**src/rtl/mem_arbiter_pkg.sv**
```systemverilog
// rtl/mem_arbiter_pkg.sv - shared widths, port indices and FSM encoding for mem_arbiter
package mem_arbiter_pkg;

  localparam int MEM_ADDR_W = 32;
  localparam int MEM_DATA_W = 32;
  localparam int MEM_BE_W   = 4;

  localparam logic PORT0 = 1'b0;
  localparam logic PORT1 = 1'b1;

  typedef enum logic [1:0] {
    ST_IDLE = 2'd0,
    ST_BUSY = 2'd1,
    ST_RESP = 2'd2
  } arb_state_t;

endpackage

```
**src/rtl/mem_arbiter_if.sv**
```systemverilog
// rtl/mem_arbiter_if.sv - two requester ports plus the shared data-memory port
interface mem_arbiter_if;
  import mem_arbiter_pkg::*;

  logic                  m0_req, m0_we, m0_gnt, m0_rvalid, m0_err;
  logic [MEM_ADDR_W-1:0] m0_addr;
  logic [MEM_DATA_W-1:0] m0_wdata, m0_rdata;
  logic [MEM_BE_W-1:0]   m0_be;

  logic                  m1_req, m1_we, m1_gnt, m1_rvalid, m1_err;
  logic [MEM_ADDR_W-1:0] m1_addr;
  logic [MEM_DATA_W-1:0] m1_wdata, m1_rdata;
  logic [MEM_BE_W-1:0]   m1_be;

  logic                  mem_req, mem_we, mem_ready;
  logic [MEM_ADDR_W-1:0] mem_addr;
  logic [MEM_DATA_W-1:0] mem_wdata, mem_rdata;
  logic [MEM_BE_W-1:0]   mem_be;

  // arbiter view
  modport slave (
    input  m0_req, m0_we, m0_addr, m0_wdata, m0_be,
    output m0_gnt, m0_rvalid, m0_rdata, m0_err,
    input  m1_req, m1_we, m1_addr, m1_wdata, m1_be,
    output m1_gnt, m1_rvalid, m1_rdata, m1_err,
    output mem_req, mem_we, mem_addr, mem_wdata, mem_be,
    input  mem_ready, mem_rdata
  );

  // requester/memory environment view
  modport master (
    output m0_req, m0_we, m0_addr, m0_wdata, m0_be,
    input  m0_gnt, m0_rvalid, m0_rdata, m0_err,
    output m1_req, m1_we, m1_addr, m1_wdata, m1_be,
    input  m1_gnt, m1_rvalid, m1_rdata, m1_err,
    input  mem_req, mem_we, mem_addr, mem_wdata, mem_be,
    output mem_ready, mem_rdata
  );

endinterface

```
**src/rtl/mem_arbiter_arb_pick.sv**
```systemverilog
// rtl/mem_arbiter_arb_pick.sv - 2-way grant selector
// ARB_ROUND_ROBIN_EN: alternate on contention; otherwise port 0 has fixed priority.
module arb_pick
  import mem_arbiter_pkg::*;
(
`ifdef ARB_ROUND_ROBIN_EN
  input  logic       last,
`endif
  input  logic [1:0] req,
  output logic       valid,
  output logic       idx
);

  always_comb begin
    valid = |req;
    idx   = PORT0;
    if (req == 2'b10) begin
      idx = PORT1;
    end else if (req == 2'b11) begin
`ifdef ARB_ROUND_ROBIN_EN
      idx = ~last;
`else
      idx = PORT0;
`endif
    end
  end

endmodule

```
**src/rtl/mem_arbiter.sv**
```systemverilog
// rtl/mem_arbiter.sv - two requesters sharing one data-memory port with timeout abort
// ARB_ROUND_ROBIN_EN selects round-robin arbitration instead of fixed priority.
module mem_arbiter
  import mem_arbiter_pkg::*;
#(
  parameter int TIMEOUT_CYCLES = 15
) (
  input  logic          clk,
  input  logic          reset,
  mem_arbiter_if.slave  bus
);

  localparam int CNT_W = $clog2(TIMEOUT_CYCLES + 1);
  localparam logic [CNT_W-1:0] CNT_LAST = CNT_W'(TIMEOUT_CYCLES - 1);

  arb_state_t       state;
  logic             owner;
  logic [CNT_W-1:0] cnt;
  logic             pick_valid, pick_idx;
  logic             timeout;

`ifdef ARB_ROUND_ROBIN_EN
  logic last_gnt;

  arb_pick u_pick (
    .last  (last_gnt),
    .req   ({bus.m1_req, bus.m0_req}),
    .valid (pick_valid),
    .idx   (pick_idx)
  );
`else
  arb_pick u_pick (
    .req   ({bus.m1_req, bus.m0_req}),
    .valid (pick_valid),
    .idx   (pick_idx)
  );
`endif

  assign timeout = !bus.mem_ready && (cnt == CNT_LAST);

  always_ff @(posedge clk or negedge reset) begin
    if (!reset) begin
      state         <= ST_IDLE;
      owner         <= PORT0;
      cnt           <= '0;
`ifdef ARB_ROUND_ROBIN_EN
      last_gnt      <= PORT1;
`endif
      bus.m0_gnt    <= 1'b0;
      bus.m0_rvalid <= 1'b0;
      bus.m0_rdata  <= '0;
      bus.m0_err    <= 1'b0;
      bus.m1_gnt    <= 1'b0;
      bus.m1_rvalid <= 1'b0;
      bus.m1_rdata  <= '0;
      bus.m1_err    <= 1'b0;
      bus.mem_req   <= 1'b0;
      bus.mem_we    <= 1'b0;
      bus.mem_addr  <= '0;
      bus.mem_wdata <= '0;
      bus.mem_be    <= '0;
    end else begin
      // pulses and response fields live for exactly one cycle
      bus.m0_gnt    <= 1'b0;
      bus.m1_gnt    <= 1'b0;
      bus.m0_rvalid <= 1'b0;
      bus.m1_rvalid <= 1'b0;
      bus.m0_rdata  <= '0;
      bus.m1_rdata  <= '0;
      bus.m0_err    <= 1'b0;
      bus.m1_err    <= 1'b0;

      case (state)
        ST_IDLE: begin
          if (pick_valid) begin
            owner         <= pick_idx;
            cnt           <= '0;
            bus.mem_req   <= 1'b1;
            bus.mem_we    <= pick_idx ? bus.m1_we    : bus.m0_we;
            bus.mem_addr  <= pick_idx ? bus.m1_addr  : bus.m0_addr;
            bus.mem_wdata <= pick_idx ? bus.m1_wdata : bus.m0_wdata;
            bus.mem_be    <= pick_idx ? bus.m1_be    : bus.m0_be;
            bus.m0_gnt    <= (pick_idx == PORT0);
            bus.m1_gnt    <= (pick_idx == PORT1);
`ifdef ARB_ROUND_ROBIN_EN
            last_gnt      <= pick_idx;
`endif
            state         <= ST_BUSY;
          end
        end

        ST_BUSY: begin
          if (bus.mem_ready || timeout) begin
            bus.mem_req   <= 1'b0;
            bus.mem_we    <= 1'b0;
            bus.mem_addr  <= '0;
            bus.mem_wdata <= '0;
            bus.mem_be    <= '0;
            cnt           <= '0;
            // writes and timeouts return zero data
            if (owner == PORT0) begin
              bus.m0_rvalid <= 1'b1;
              bus.m0_err    <= timeout;
              bus.m0_rdata  <= (bus.mem_ready && !bus.mem_we) ? bus.mem_rdata : '0;
            end else begin
              bus.m1_rvalid <= 1'b1;
              bus.m1_err    <= timeout;
              bus.m1_rdata  <= (bus.mem_ready && !bus.mem_we) ? bus.mem_rdata : '0;
            end
            state <= ST_RESP;
          end else begin
            cnt <= cnt + 1'b1;
          end
        end

        ST_RESP: begin
          state <= ST_IDLE;
        end

        default: begin
          state <= ST_IDLE;
        end
      endcase
    end
  end

endmodule

```
**src/flat_wrapper.sv**
```systemverilog
// flat-port wrapper written by rule: the top's interface ports become plain ports
module mem_arbiter_flat import mem_arbiter_pkg::*;
#(
  parameter int TIMEOUT_CYCLES = 15
)
  (clk, reset, bus_m0_req, bus_m0_we, bus_m0_addr, bus_m0_wdata, bus_m0_be, bus_m0_gnt, bus_m0_rvalid, bus_m0_rdata, bus_m0_err, bus_m1_req, bus_m1_we, bus_m1_addr, bus_m1_wdata, bus_m1_be, bus_m1_gnt, bus_m1_rvalid, bus_m1_rdata, bus_m1_err, bus_mem_req, bus_mem_we, bus_mem_addr, bus_mem_wdata, bus_mem_be, bus_mem_ready, bus_mem_rdata);
  mem_arbiter_if bus_i ();
  input  logic clk;
  input  logic reset;
  input wire logic [$bits(bus_i.m0_req)-1:0] bus_m0_req;
  input wire logic [$bits(bus_i.m0_we)-1:0] bus_m0_we;
  input wire logic [$bits(bus_i.m0_addr)-1:0] bus_m0_addr;
  input wire logic [$bits(bus_i.m0_wdata)-1:0] bus_m0_wdata;
  input wire logic [$bits(bus_i.m0_be)-1:0] bus_m0_be;
  output wire logic [$bits(bus_i.m0_gnt)-1:0] bus_m0_gnt;
  output wire logic [$bits(bus_i.m0_rvalid)-1:0] bus_m0_rvalid;
  output wire logic [$bits(bus_i.m0_rdata)-1:0] bus_m0_rdata;
  output wire logic [$bits(bus_i.m0_err)-1:0] bus_m0_err;
  input wire logic [$bits(bus_i.m1_req)-1:0] bus_m1_req;
  input wire logic [$bits(bus_i.m1_we)-1:0] bus_m1_we;
  input wire logic [$bits(bus_i.m1_addr)-1:0] bus_m1_addr;
  input wire logic [$bits(bus_i.m1_wdata)-1:0] bus_m1_wdata;
  input wire logic [$bits(bus_i.m1_be)-1:0] bus_m1_be;
  output wire logic [$bits(bus_i.m1_gnt)-1:0] bus_m1_gnt;
  output wire logic [$bits(bus_i.m1_rvalid)-1:0] bus_m1_rvalid;
  output wire logic [$bits(bus_i.m1_rdata)-1:0] bus_m1_rdata;
  output wire logic [$bits(bus_i.m1_err)-1:0] bus_m1_err;
  output wire logic [$bits(bus_i.mem_req)-1:0] bus_mem_req;
  output wire logic [$bits(bus_i.mem_we)-1:0] bus_mem_we;
  output wire logic [$bits(bus_i.mem_addr)-1:0] bus_mem_addr;
  output wire logic [$bits(bus_i.mem_wdata)-1:0] bus_mem_wdata;
  output wire logic [$bits(bus_i.mem_be)-1:0] bus_mem_be;
  input wire logic [$bits(bus_i.mem_ready)-1:0] bus_mem_ready;
  input wire logic [$bits(bus_i.mem_rdata)-1:0] bus_mem_rdata;
  assign bus_i.m0_req = bus_m0_req;
  assign bus_i.m0_we = bus_m0_we;
  assign bus_i.m0_addr = bus_m0_addr;
  assign bus_i.m0_wdata = bus_m0_wdata;
  assign bus_i.m0_be = bus_m0_be;
  assign bus_m0_gnt = bus_i.m0_gnt;
  assign bus_m0_rvalid = bus_i.m0_rvalid;
  assign bus_m0_rdata = bus_i.m0_rdata;
  assign bus_m0_err = bus_i.m0_err;
  assign bus_i.m1_req = bus_m1_req;
  assign bus_i.m1_we = bus_m1_we;
  assign bus_i.m1_addr = bus_m1_addr;
  assign bus_i.m1_wdata = bus_m1_wdata;
  assign bus_i.m1_be = bus_m1_be;
  assign bus_m1_gnt = bus_i.m1_gnt;
  assign bus_m1_rvalid = bus_i.m1_rvalid;
  assign bus_m1_rdata = bus_i.m1_rdata;
  assign bus_m1_err = bus_i.m1_err;
  assign bus_mem_req = bus_i.mem_req;
  assign bus_mem_we = bus_i.mem_we;
  assign bus_mem_addr = bus_i.mem_addr;
  assign bus_mem_wdata = bus_i.mem_wdata;
  assign bus_mem_be = bus_i.mem_be;
  assign bus_i.mem_ready = bus_mem_ready;
  assign bus_i.mem_rdata = bus_mem_rdata;
  mem_arbiter #(.TIMEOUT_CYCLES(TIMEOUT_CYCLES)) u_core (.clk(clk), .reset(reset), .bus(bus_i));
endmodule
```
**config.mk**
```make
export PLATFORM = sky130hd
export DESIGN_NAME = mem_arbiter_flat
export DESIGN_NICKNAME = d
export VERILOG_FILES = /design/src/rtl/mem_arbiter_pkg.sv /design/src/rtl/mem_arbiter_if.sv /design/src/rtl/mem_arbiter_arb_pick.sv /design/src/rtl/mem_arbiter.sv /design/src/flat_wrapper.sv
export SDC_FILE = /design/constraint.sdc
export NUM_CORES = 1
export LEC_CHECK = 0
export BUFFER_PORTS_ARGS = -buffer_cell sky130_fd_sc_hd__buf_4
export CAP_MARGIN = 5
export CORE_MARGIN = 2
export CORE_UTILIZATION = 31
export DETAILED_ROUTE_END_ITERATION = 10
export PLACE_DENSITY_LB_ADDON = 0.25
export SYNTH_ARGS = -nofsm -noshare
export SYNTH_HDL_FRONTEND = slang
export SYNTH_SLANG_ARGS = --single-unit
```
**constraint.sdc**
```tcl
create_clock -name clk -period 1.75 [get_ports clk]
set_input_delay 0.35 -clock clk [delete_from_list [all_inputs] [get_ports clk]]
set_output_delay 0.35 -clock clk [all_outputs]
set_load 0.02 [all_outputs]
```
==> flow_summary.rst, run 1 <==
.. list-table::
   :header-rows: 1

   * - Metric
     - Value
   * - Result of the run
     - complete, no violations
   * - Initial antenna violation count
     - 0
   * - DRC violation count after routing
     - 0
   * - Total number of placement rows
     - between 50 and 60
   * - Fraction of final layout cells sized beyond drive strength 1
     - ~45%
   * - Routed Wire Length
     - between 15 and 20 mm
   * - Post-synthesis average cell area
     - about 12 µm²
   * - Max Fanout on Critical Path
     - 70
   * - TritonCTS clock tree
     - done
   * - Num CTS Buffers
     - 17
   * - Number of antenna-violating nets in the routed design
     - 0
   * - Number of post-CTS setup repair buffers
     - 0
   * - Clock root buffer
     - sky130_fd_sc_hd__clkbuf_16
   * - Clock Skew
     - 0.0124 ns
   * - DRC marker count from the first detailed-route iteration
     - roughly 190
   * - Via density per instance
     - 4.73
   * - Power density of the placed cells
     - around 1500 nW/µm²
   * - Post-detailed-route wirelength per cell
     - 17.1 µm
   * - Summed instance area of the synthesized netlist
     - between 6000 and 7000 µm²
   * - Wire length of the first global-routing pass
     - between 20 and 30 mm
   * - Detailed-placement wirelength estimate
     - around 13 mm
   * - Net count after synthesis
     - 681
   * - Minimum clock period after layout
     - 1.54 ns
   * - Peak supply drop
     - between 0.6 and 0.7 mV
   * - Horizontal extent of the die
     - about 140 µm
   * - Filler cell count
     - approximately 1800
   * - Pins over their slew limit
     - 0
   * - Via count of the first global-routing pass
     - about 5200
   * - Crit path kind
     - reg -> reg
   * - RSZ-0062 raised after global routing
     - no
   * - Most area-consuming cells after synthesis
     - sky130_fd_sc_hd__dfrtp_1 (61%), sky130_fd_sc_hd__mux2i_1 (11%), sky130_fd_sc_hd__o22ai_1 (7.2%), sky130_fd_sc_hd__and2_1 (6.8%), sky130_fd_sc_hd__o21ai_0 (6.2%)
   * - Cell type contributing the most total cell area after synthesis
     - sky130_fd_sc_hd__dfrtp_1
   * - Arr. time, crit path
     - about 1.9 ns
   * - Std-Cell Core Area
     - around 19000 µm²
   * - Maximum number of pins on one net before global-route repair
     - approximately 70
   * - Final worst path period share
     - between 80 and 90%
   * - Count of endpoints failing hold in the final timing report
     - 0
   * - Max Clock Freq
     - 648 MHz
   * - Worst-case setup margin in the final layout
     - 0.206 ns
   * - First-pass iteration count of the detailed router
     - 4
   * - Commonest non-fill, non-tap cells in the layout
     - sky130_fd_sc_hd__buf_4 (322), sky130_fd_sc_hd__dfrtp_1 (147), sky130_fd_sc_hd__o21ai_0 (75), sky130_fd_sc_hd__o22ai_1 (70), sky130_fd_sc_hd__mux2i_1 (69)
   * - Count of cell types in the netlist
     - 30
   * - Sequential cell area fraction in the yosys report
     - around three fifths
   * - Vias after detailed routing
     - just over 5000
   * - Most common cell after layout, fill and taps aside
     - sky130_fd_sc_hd__buf_4
   * - Setup violation total in the final timing report
     - 0
   * - Aggregate global-route resource usage
     - between 15 and 20%
   * - Nature of the critical path endpoint
     - flip-flop
   * - Slew at the pin closest to its max-slew limit
     - roughly 0.52 ns
   * - Number of port buffers
     - roughly 310
   * - Leak
     - roughly 4.7 nW
   * - Worst slew margin
     - roughly two thirds
   * - Setup slack at placement
     - roughly 0.20 ns
   * - Count of synthesis-stage warnings from yosys
     - 0
   * - Type of the most critical hold path
     - in -> reg
   * - Final Wtd Congestion
     - between 0.7 and 0.8
   * - Share of the synthesized area in the top cell type
     - between 60 and 70%
   * - H-tree level count
     - 4
   * - Startpoint kind of the worst setup timing path
     - flip-flop
   * - Total global routing overflow
     - 0
   * - Clock sinks
     - 147
   * - Flop and latch count out of synthesis
     - between 100 and 150
   * - Total power
     - between 0.01 and 0.015 W
   * - IO Pins
     - roughly 320
   * - Mapped Cells
     - between 500 and 600
   * - Maximum root-to-sink buffer count
     - 2
   * - Die Ht
     - 144 µm
   * - Max_cap viols
     - 0
   * - Area Overhead vs Synth
     - 56.0%
   * - Area of the die
     - 20700 µm²
   * - Count of inserted antenna diode cells
     - 0
   * - Data required time at the worst endpoint
     - about 2.1 ns
   * - Number of nets in the final layout
     - ~990
   * - Final Hold Slack
     - about 0.13 ns
   * - Latest clock arrival within the worst-skew pair
     - 0.42 ns
   * - Starting density of the core
     - a little under a third
   * - Final core utilization
     - a little under 50%
   * - Summed negative setup slack over all endpoints
     - 0 ns
   * - Clock transition at path regs
     - about 0.060 ns
[worst paths after layout]
path | from | endpoint | slack, ns | depth (start not counted)
max in group asynchronous | reset | u_core.bus.m1_rdata[8]$_DFF_PN0_ | 0.74 | 3
worst max-delay path | u_core.cnt[0]$_DFFE_PN0P_ | u_core.bus.mem_wdata[22]$_DFFE_PN0P_ | 0.21 | 6
worst max register to register | u_core.cnt[0]$_DFFE_PN0P_ | u_core.bus.mem_wdata[22]$_DFFE_PN0P_ | 0.21 | 6
worst min-delay path | bus_mem_ready | u_core.bus.m1_err$_DFF_PN0_ | 0.13 | 2
worst min register to register | u_core.bus.mem_req$_DFFE_PN0P_ | u_core.bus.mem_req$_DFFE_PN0P_ | 0.51 | 2
min in group asynchronous | reset | u_core.bus.mem_wdata[3]$_DFFE_PN0P_ | 0.41 | 2
[per-layer routing]
layer	vias up	GRT usage, %	part of all wire, %
li1	2431	-	-
met1	2509	21.0	41
met2	217	28.2	47
met3	13	8.34	11
met4	0	4.85	1.1
met5	-	0	0
[metrics by stage]
step	area, µm²	cells
after floorplan	6070	504
after global placement	8850	1060
after detailed placement	8850	1060
after CTS	9480	1093
after global routing	9480	1093
final	9480	1093
[synth_stat cells]
| cell | instances |
|---|---|
| sky130_fd_sc_hd__o21ai_1 | 1 |
| sky130_fd_sc_hd__clkbuf_1 | 13 |
| sky130_fd_sc_hd__dfrtp_1 | 147 |
| sky130_fd_sc_hd__a21oi_1 | 3 |
| sky130_fd_sc_hd__nor2b_1 | 1 |
| sky130_fd_sc_hd__clkbuf_2 | 12 |
| sky130_fd_sc_hd__buf_6 | 8 |
| sky130_fd_sc_hd__or2_1 | 1 |
| sky130_fd_sc_hd__or4_1 | 1 |
| sky130_fd_sc_hd__nor2_2 | 1 |
| sky130_fd_sc_hd__mux2i_1 | 69 |
| sky130_fd_sc_hd__nor2_1 | 3 |
| sky130_fd_sc_hd__inv_1 | 2 |
| sky130_fd_sc_hd__a31oi_1 | 1 |
| sky130_fd_sc_hd__nand2_1 | 2 |
| sky130_fd_sc_hd__o21ai_0 | 75 |
| sky130_fd_sc_hd__or3_1 | 1 |
| sky130_fd_sc_hd__buf_2 | 10 |
| sky130_fd_sc_hd__nor4_4 | 2 |
| sky130_fd_sc_hd__nand2b_1 | 2 |
| sky130_fd_sc_hd__nor3_1 | 3 |
| sky130_fd_sc_hd__ha_1 | 2 |
| sky130_fd_sc_hd__nand3b_1 | 1 |
| sky130_fd_sc_hd__buf_4 | 1 |
| sky130_fd_sc_hd__o31ai_1 | 1 |
| sky130_fd_sc_hd__nor4_1 | 2 |
| sky130_fd_sc_hd__nand3_1 | 2 |
| sky130_fd_sc_hd__and2_1 | 66 |
| sky130_fd_sc_hd__inv_2 | 1 |
| sky130_fd_sc_hd__o22ai_1 | 70 |
[report_power, final]
group	switching [W]	total [W]	leakage [nW]	internal [W]
clock	0.00155	0.00383	0.295	0.00229
sequential	0.000495	0.00484	1.94	0.00434
combinational	0.00316	0.00552	2.44	0.00236
total	0.00520	0.0142	4.67	0.00899
[repair_timing]
item	4_1_cts	5_1_grt
gates resized for setup	0	0
hold buffers	1	0
endpoints found under the hold margin	31	0
[state kept, by name (all words and copies together) (netlist names), 2 cells and up]
register / cells
u_core.bus.mem_wdata: 32
u_core.bus.m1_rdata: 32
u_core.bus.mem_addr: 32
u_core.bus.mem_be: 4
u_core.state: 2
u_core.cnt: 4
u_core.bus.m0_rdata: 32
[logic make-up after synthesis]
group / after synthesis / share of synthesized area, %
AOI/OAI and AO/OA: 151 / 13.9
DFF: 147 / 60.6
adders and majority gates: 2 / 0.412
and+or+nand+nor: 88 / 9.29
buffers and inverters: 47 / 4.41
muxes: 69 / 11.4
[worst max-delay path, stage by stage (launching register included)]
cell                      delay (ns)
sky130_fd_sc_hd__dfrtp_1        0.40
sky130_fd_sc_hd__inv_1          0.06
sky130_fd_sc_hd__ha_1           0.20
sky130_fd_sc_hd__a31oi_1        0.30
sky130_fd_sc_hd__nor2_4         0.06
sky130_fd_sc_hd__buf_12         0.20
sky130_fd_sc_hd__o22ai_1        0.17
[cell type report]
type | instances | area [µm²] | share of cell area [%]
clock buffer | 17 | 425 | 4.49
tap | 265 | 332 | 3.50
clock inverter | 15 | 193 | 2.03
multi-input combinational | 310 | 2160 | 22.8
timing repair buffer | 336 | 2680 | 28.3
inverter | 3 | 11.3 | 0.119
sequential | 147 | 3680 | 38.8
Power figures use the tool's default switching activity.
==> run 2: changes to the inputs <==
--- a/config.mk
+++ b/config.mk
@@ -5,6 +5,7 @@
 export SDC_FILE = /design/constraint.sdc
 export NUM_CORES = 1
 export LEC_CHECK = 0
+export ABC_AREA = 1
 export BUFFER_PORTS_ARGS = -buffer_cell sky130_fd_sc_hd__buf_4
 export CAP_MARGIN = 5
 export CORE_MARGIN = 2
==> flow_summary.rst, run 2 <==
.. list-table::
   :header-rows: 1

   * - Metric
     - Value
   * - Final worst path period share
     - 90.9% (was 88.2%)
   * - Data required time at the worst endpoint
     - 2.11 ns (was 2.08 ns)
   * - Setup violation total in the final timing report
     - 0 (unchanged)
   * - Max Fanout on Critical Path
     - 15 (was 70)
   * - IO Pins
     - 315 (unchanged)
   * - Worst slew margin
     - 63.1% (was 64.9%)
   * - Clock root buffer
     - sky130_fd_sc_hd__clkbuf_16 (unchanged)
   * - Post-detailed-route wirelength per cell
     - 13.8 µm (was 17.1 µm)
   * - Cell type contributing the most total cell area after synthesis
     - sky130_fd_sc_hd__dfrtp_1 (unchanged)
   * - Post-synth EDFFs
     - 0 (unchanged)
   * - Clock transition at path regs
     - 0.07 ns (was 0.06 ns)
   * - RSZ-0062 raised after global routing
     - yes (was no)
   * - Slew at the pin closest to its max-slew limit
     - 0.553 ns (was 0.523 ns)
   * - Number of nets in the final layout
     - 1378 (was 992)
   * - Wire length of the first global-routing pass
     - 30.2 mm (was 27.9 mm)
   * - First-pass iteration count of the detailed router
     - 4 (unchanged)
   * - Hold wc startpoint
     - bus_mem_rdata[30] (was bus_mem_ready)
   * - Nature of the critical path endpoint
     - flip-flop (unchanged)
   * - Clock sinks
     - 147 (unchanged)
   * - Summed instance area of the synthesized netlist
     - 6740 µm² (was 6070 µm²)
   * - Aggregate global-route resource usage
     - 17.0% (was 17.5%)
   * - Num CTS Buffers
     - 17 (unchanged)
   * - Commonest non-fill, non-tap cells in the layout
     - sky130_fd_sc_hd__nand2_1 (394), sky130_fd_sc_hd__buf_4 (318), sky130_fd_sc_hd__dfrtp_1 (147), sky130_fd_sc_hd__nor2_1 (142), sky130_fd_sc_hd__inv_1 (76) (was sky130_fd_sc_hd__buf_4 (322), sky130_fd_sc_hd__dfrtp_1 (147), sky130_fd_sc_hd__o21ai_0 (75), sky130_fd_sc_hd__o22ai_1 (70), sky130_fd_sc_hd__mux2i_1 (69))
   * - Via count of the first global-routing pass
     - 5849 (was 5238)
   * - Arr. time, crit path
     - 1.95 ns (was 1.87 ns)
   * - Top-count cell post-synth
     - sky130_fd_sc_hd__nand2_1 (was sky130_fd_sc_hd__dfrtp_1)
   * - Peak supply drop
     - 0.738 mV (was 0.614 mV)
   * - Pins over their slew limit
     - 0 (unchanged)
   * - Post-Layout Inst Area
     - 10100 µm² (was 9480 µm²)
   * - Mapped Cells
     - 902 (was 504)
   * - Final Wtd Congestion
     - 0.794 (was 0.759)
   * - Standard cell area after detailed placement
     - 9400 µm² (was 8850 µm²)
   * - Crit path kind
     - reg -> reg (unchanged)
   * - Timing endpoint of the critical path
     - u_core.bus.mem_addr[17]$_DFFE_PN0P_ (was u_core.bus.mem_wdata[22]$_DFFE_PN0P_)
   * - Vias after detailed routing
     - 6373 (was 5170)
   * - Endpoint of the worst-slack reg-to-reg timing path
     - u_core.bus.mem_addr[17]$_DFFE_PN0P_ (was u_core.bus.mem_wdata[22]$_DFFE_PN0P_)
   * - Die Ht
     - 151 µm (was 144 µm)
   * - Worst r2r src
     - u_core.cnt[0]$_DFFE_PN0P_ (unchanged)
   * - Clock Skew
     - 0.0111 ns (was 0.0124 ns)
   * - Sequential cell area fraction in the yosys report
     - 54.6% (was 60.6%)
   * - Maximum root-to-sink buffer count
     - 2 (unchanged)
   * - Critical path launch point
     - u_core.cnt[0]$_DFFE_PN0P_ (unchanged)
   * - Share of the synthesized area in the top cell type
     - 54.6% (was 60.6%)
   * - Final Hold Slack
     - 0.178 ns (was 0.129 ns)
   * - Area Overhead vs Synth
     - 49.9% (was 56.0%)
   * - Total number of placement rows
     - 53 (was 51)
   * - R2r setup slk
     - 0.16 ns (was 0.21 ns)
   * - Maximum number of pins on one net before global-route repair
     - 139 (was 71)
   * - Cell types with the highest counts after synthesis
     - sky130_fd_sc_hd__nand2_1 (395), sky130_fd_sc_hd__dfrtp_1 (147), sky130_fd_sc_hd__nor2_1 (143), sky130_fd_sc_hd__inv_1 (76), sky130_fd_sc_hd__nor3_1 (67) (was sky130_fd_sc_hd__dfrtp_1 (147), sky130_fd_sc_hd__o21ai_0 (75), sky130_fd_sc_hd__o22ai_1 (70), sky130_fd_sc_hd__mux2i_1 (69), sky130_fd_sc_hd__and2_1 (66))
   * - Number of antenna-violating nets in the routed design
     - 0 (unchanged)
   * - Horizontal extent of the die
     - 151 µm (was 144 µm)
   * - Flop and latch count out of synthesis
     - 147 (unchanged)
   * - Total global routing overflow
     - 0 (unchanged)
   * - Via density per instance
     - 4.28 (was 4.73)
   * - Dominant register cell in the synthesized netlist
     - sky130_fd_sc_hd__dfrtp_1 (unchanged)
   * - Area of the die
     - 22900 µm² (was 20700 µm²)
   * - Initial antenna violation count
     - 0 (unchanged)
   * - Most common cell after layout, fill and taps aside
     - sky130_fd_sc_hd__nand2_1 (was sky130_fd_sc_hd__buf_4)
   * - Max Clock Freq
     - 629 MHz (was 648 MHz)
   * - Number of port buffers
     - 314 (unchanged)
   * - Latest clock arrival within the worst-skew pair
     - 0.43 ns (was 0.42 ns)
   * - Count of cell types in the netlist
     - 21 (was 30)
   * - Fraction of final layout cells sized beyond drive strength 1
     - 30.9% (was 45.3%)
   * - Number of cells on the worst reg-to-reg path
     - 9 (was 6)
   * - Most area-consuming cells after synthesis
     - sky130_fd_sc_hd__dfrtp_1 (55%), sky130_fd_sc_hd__nand2_1 (22%), sky130_fd_sc_hd__nor2_1 (8.0%), sky130_fd_sc_hd__nor3_1 (5.0%), sky130_fd_sc_hd__inv_1 (4.2%) (was sky130_fd_sc_hd__dfrtp_1 (61%), sky130_fd_sc_hd__mux2i_1 (11%), sky130_fd_sc_hd__o22ai_1 (7.2%), sky130_fd_sc_hd__and2_1 (6.8%), sky130_fd_sc_hd__o21ai_0 (6.2%))
   * - Number of post-CTS setup repair buffers
     - 0 (unchanged)
   * - H-tree level count
     - 4 (unchanged)
   * - Count of synthesis-stage warnings from yosys
     - 0 (unchanged)
   * - Count of endpoints failing hold in the final timing report
     - 0 (unchanged)
   * - Post-synthesis average cell area
     - 7.48 µm² (was 12.1 µm²)
   * - Leak
     - 5.97 nW (was 4.67 nW)
   * - Result of the run
     - complete, no violations (unchanged)
   * - Max_cap viols
     - 0 (unchanged)
   * - Net count after synthesis
     - 1079 (was 681)
   * - Count of inserted antenna diode cells
     - 0 (unchanged)
   * - Minimum clock period after layout
     - 1.59 ns (was 1.54 ns)
   * - DRC violation count after routing
     - 0 (unchanged)
   * - TritonCTS clock tree
     - done (unchanged)
   * - Type of the most critical hold path
     - in -> reg (unchanged)
   * - Power density of the placed cells
     - 1490 nW/µm² (was 1500 nW/µm²)
   * - Detailed-placement wirelength estimate
     - 13.9 mm (was 13.0 mm)
   * - DRC marker count from the first detailed-route iteration
     - 311 (was 191)
   * - Std-Cell Core Area
     - 21200 µm² (was 19300 µm²)
   * - Starting density of the core
     - 31.9% (was 31.4%)
   * - Async set or reset register ratio after synthesis
     - 100% (unchanged)
   * - Routed Wire Length
     - 20.6 mm (was 18.6 mm)
   * - Summed negative setup slack over all endpoints
     - 0 ns (unchanged)
   * - Startpoint kind of the worst setup timing path
     - flip-flop (unchanged)
[run 2: changes by cell type in the layout (fill, tap and decap cells not counted), sizes merged, moves of 64 or more]
cell   before  now
nand2       2  399
nor2        4  144
inv        10   86
o21ai      76    3
o22ai      70    0
mux2i      69    0
and2       66    0
nor3        3   67
[run 2: final cells by class]
class,count,area [µm²]
multi-input cells,623,2510
clock inverters,14,163
repair buffers,333,2680
fillers,2113,11000
inverters,79,297
flip-flops and latches,147,3680
well taps,275,344
clock buffers,18,439
[run 2: kinds of logic after synthesis]
group,synth area share (%)
flops,54.6
xor+xnor,0.130
compound gates,0.334
fa+ha+maj,0.371
buf+inv,8.50
simple gates,36.1
[run 2: how the worst min path moves through the flow]
stage | end | slack, ns | cells past startpoint
after global routing | u_core.bus.m0_rdata[29]$_DFF_PN0_ | 0.17 | 3
after floorplan | u_core.bus.m0_err$_DFF_PN0_ | 0.05 | 0
after CTS | u_core.bus.m0_rdata[30]$_DFF_PN0_ | 0.16 | 3
after global placement | u_core.bus.m1_rdata[29]$_DFF_PN0_ | 0.25 | 1
final | u_core.bus.m0_rdata[30]$_DFF_PN0_ | 0.18 | 3
after detailed placement | u_core.bus.m1_rdata[29]$_DFF_PN0_ | 0.25 | 1
[run 2: repair_timing]
item / in CTS / in global routing
resized for setup: 0 / 1
setup endpoints to repair: 0 / 63
endpoints found under the hold margin: 25 / 0
hold buffers: 1 / 0
[run 2: layer usage]
| layer | wire length [µm] | vias up | global-route usage (%) |
|---|---|---|---|
| li1 | - | 3292 | - |
| met2 | 10300 | 185 | 28.1 |
| met3 | 1380 | 26 | 4.58 |
| met5 | 0 | - | 0 |
| met4 | 412 | 0 | 6.45 |
| met1 | 8540 | 2870 | 21.2 |
[run 2: critical path, stage by stage, from the launching register on]
cell	delay, ns
sky130_fd_sc_hd__dfrtp_1	0.42
sky130_fd_sc_hd__inv_1	0.09
sky130_fd_sc_hd__ha_1	0.18
sky130_fd_sc_hd__nand3_2	0.11
sky130_fd_sc_hd__nand2_1	0.11
sky130_fd_sc_hd__nand2_2	0.10
sky130_fd_sc_hd__nand2_4	0.15
sky130_fd_sc_hd__buf_6	0.22
sky130_fd_sc_hd__nand2_1	0.07
sky130_fd_sc_hd__nand2_1	0.05
[run 2: stage by stage]
step / instances / util (%) / setup slack [ns] / total power, W
5_1_grt: 1489 / 47.8 / -0.00234 / 0.0161
3_3_place_gp: 1452 / 44.5 / 0.208 / 0.0111
6_report: 1489 / 47.8 / 0.160 / 0.0151
3_5_place_dp: 1452 / 44.5 / 0.125 / 0.0111
2_1_floorplan: 902 / - / 0.307 / 0.00850
4_1_cts: 1485 / 47.3 / 0.0896 / 0.0150
[run 2: where the power goes]
part	internal, W	switching [W]	total (W)	leakage [nW]
sequential	0.00425	0.000453	0.00471	1.96
clock	0.00218	0.00155	0.00373	0.294
combinational	0.00247	0.00419	0.00666	3.71
total	0.00891	0.00619	0.0151	5.97
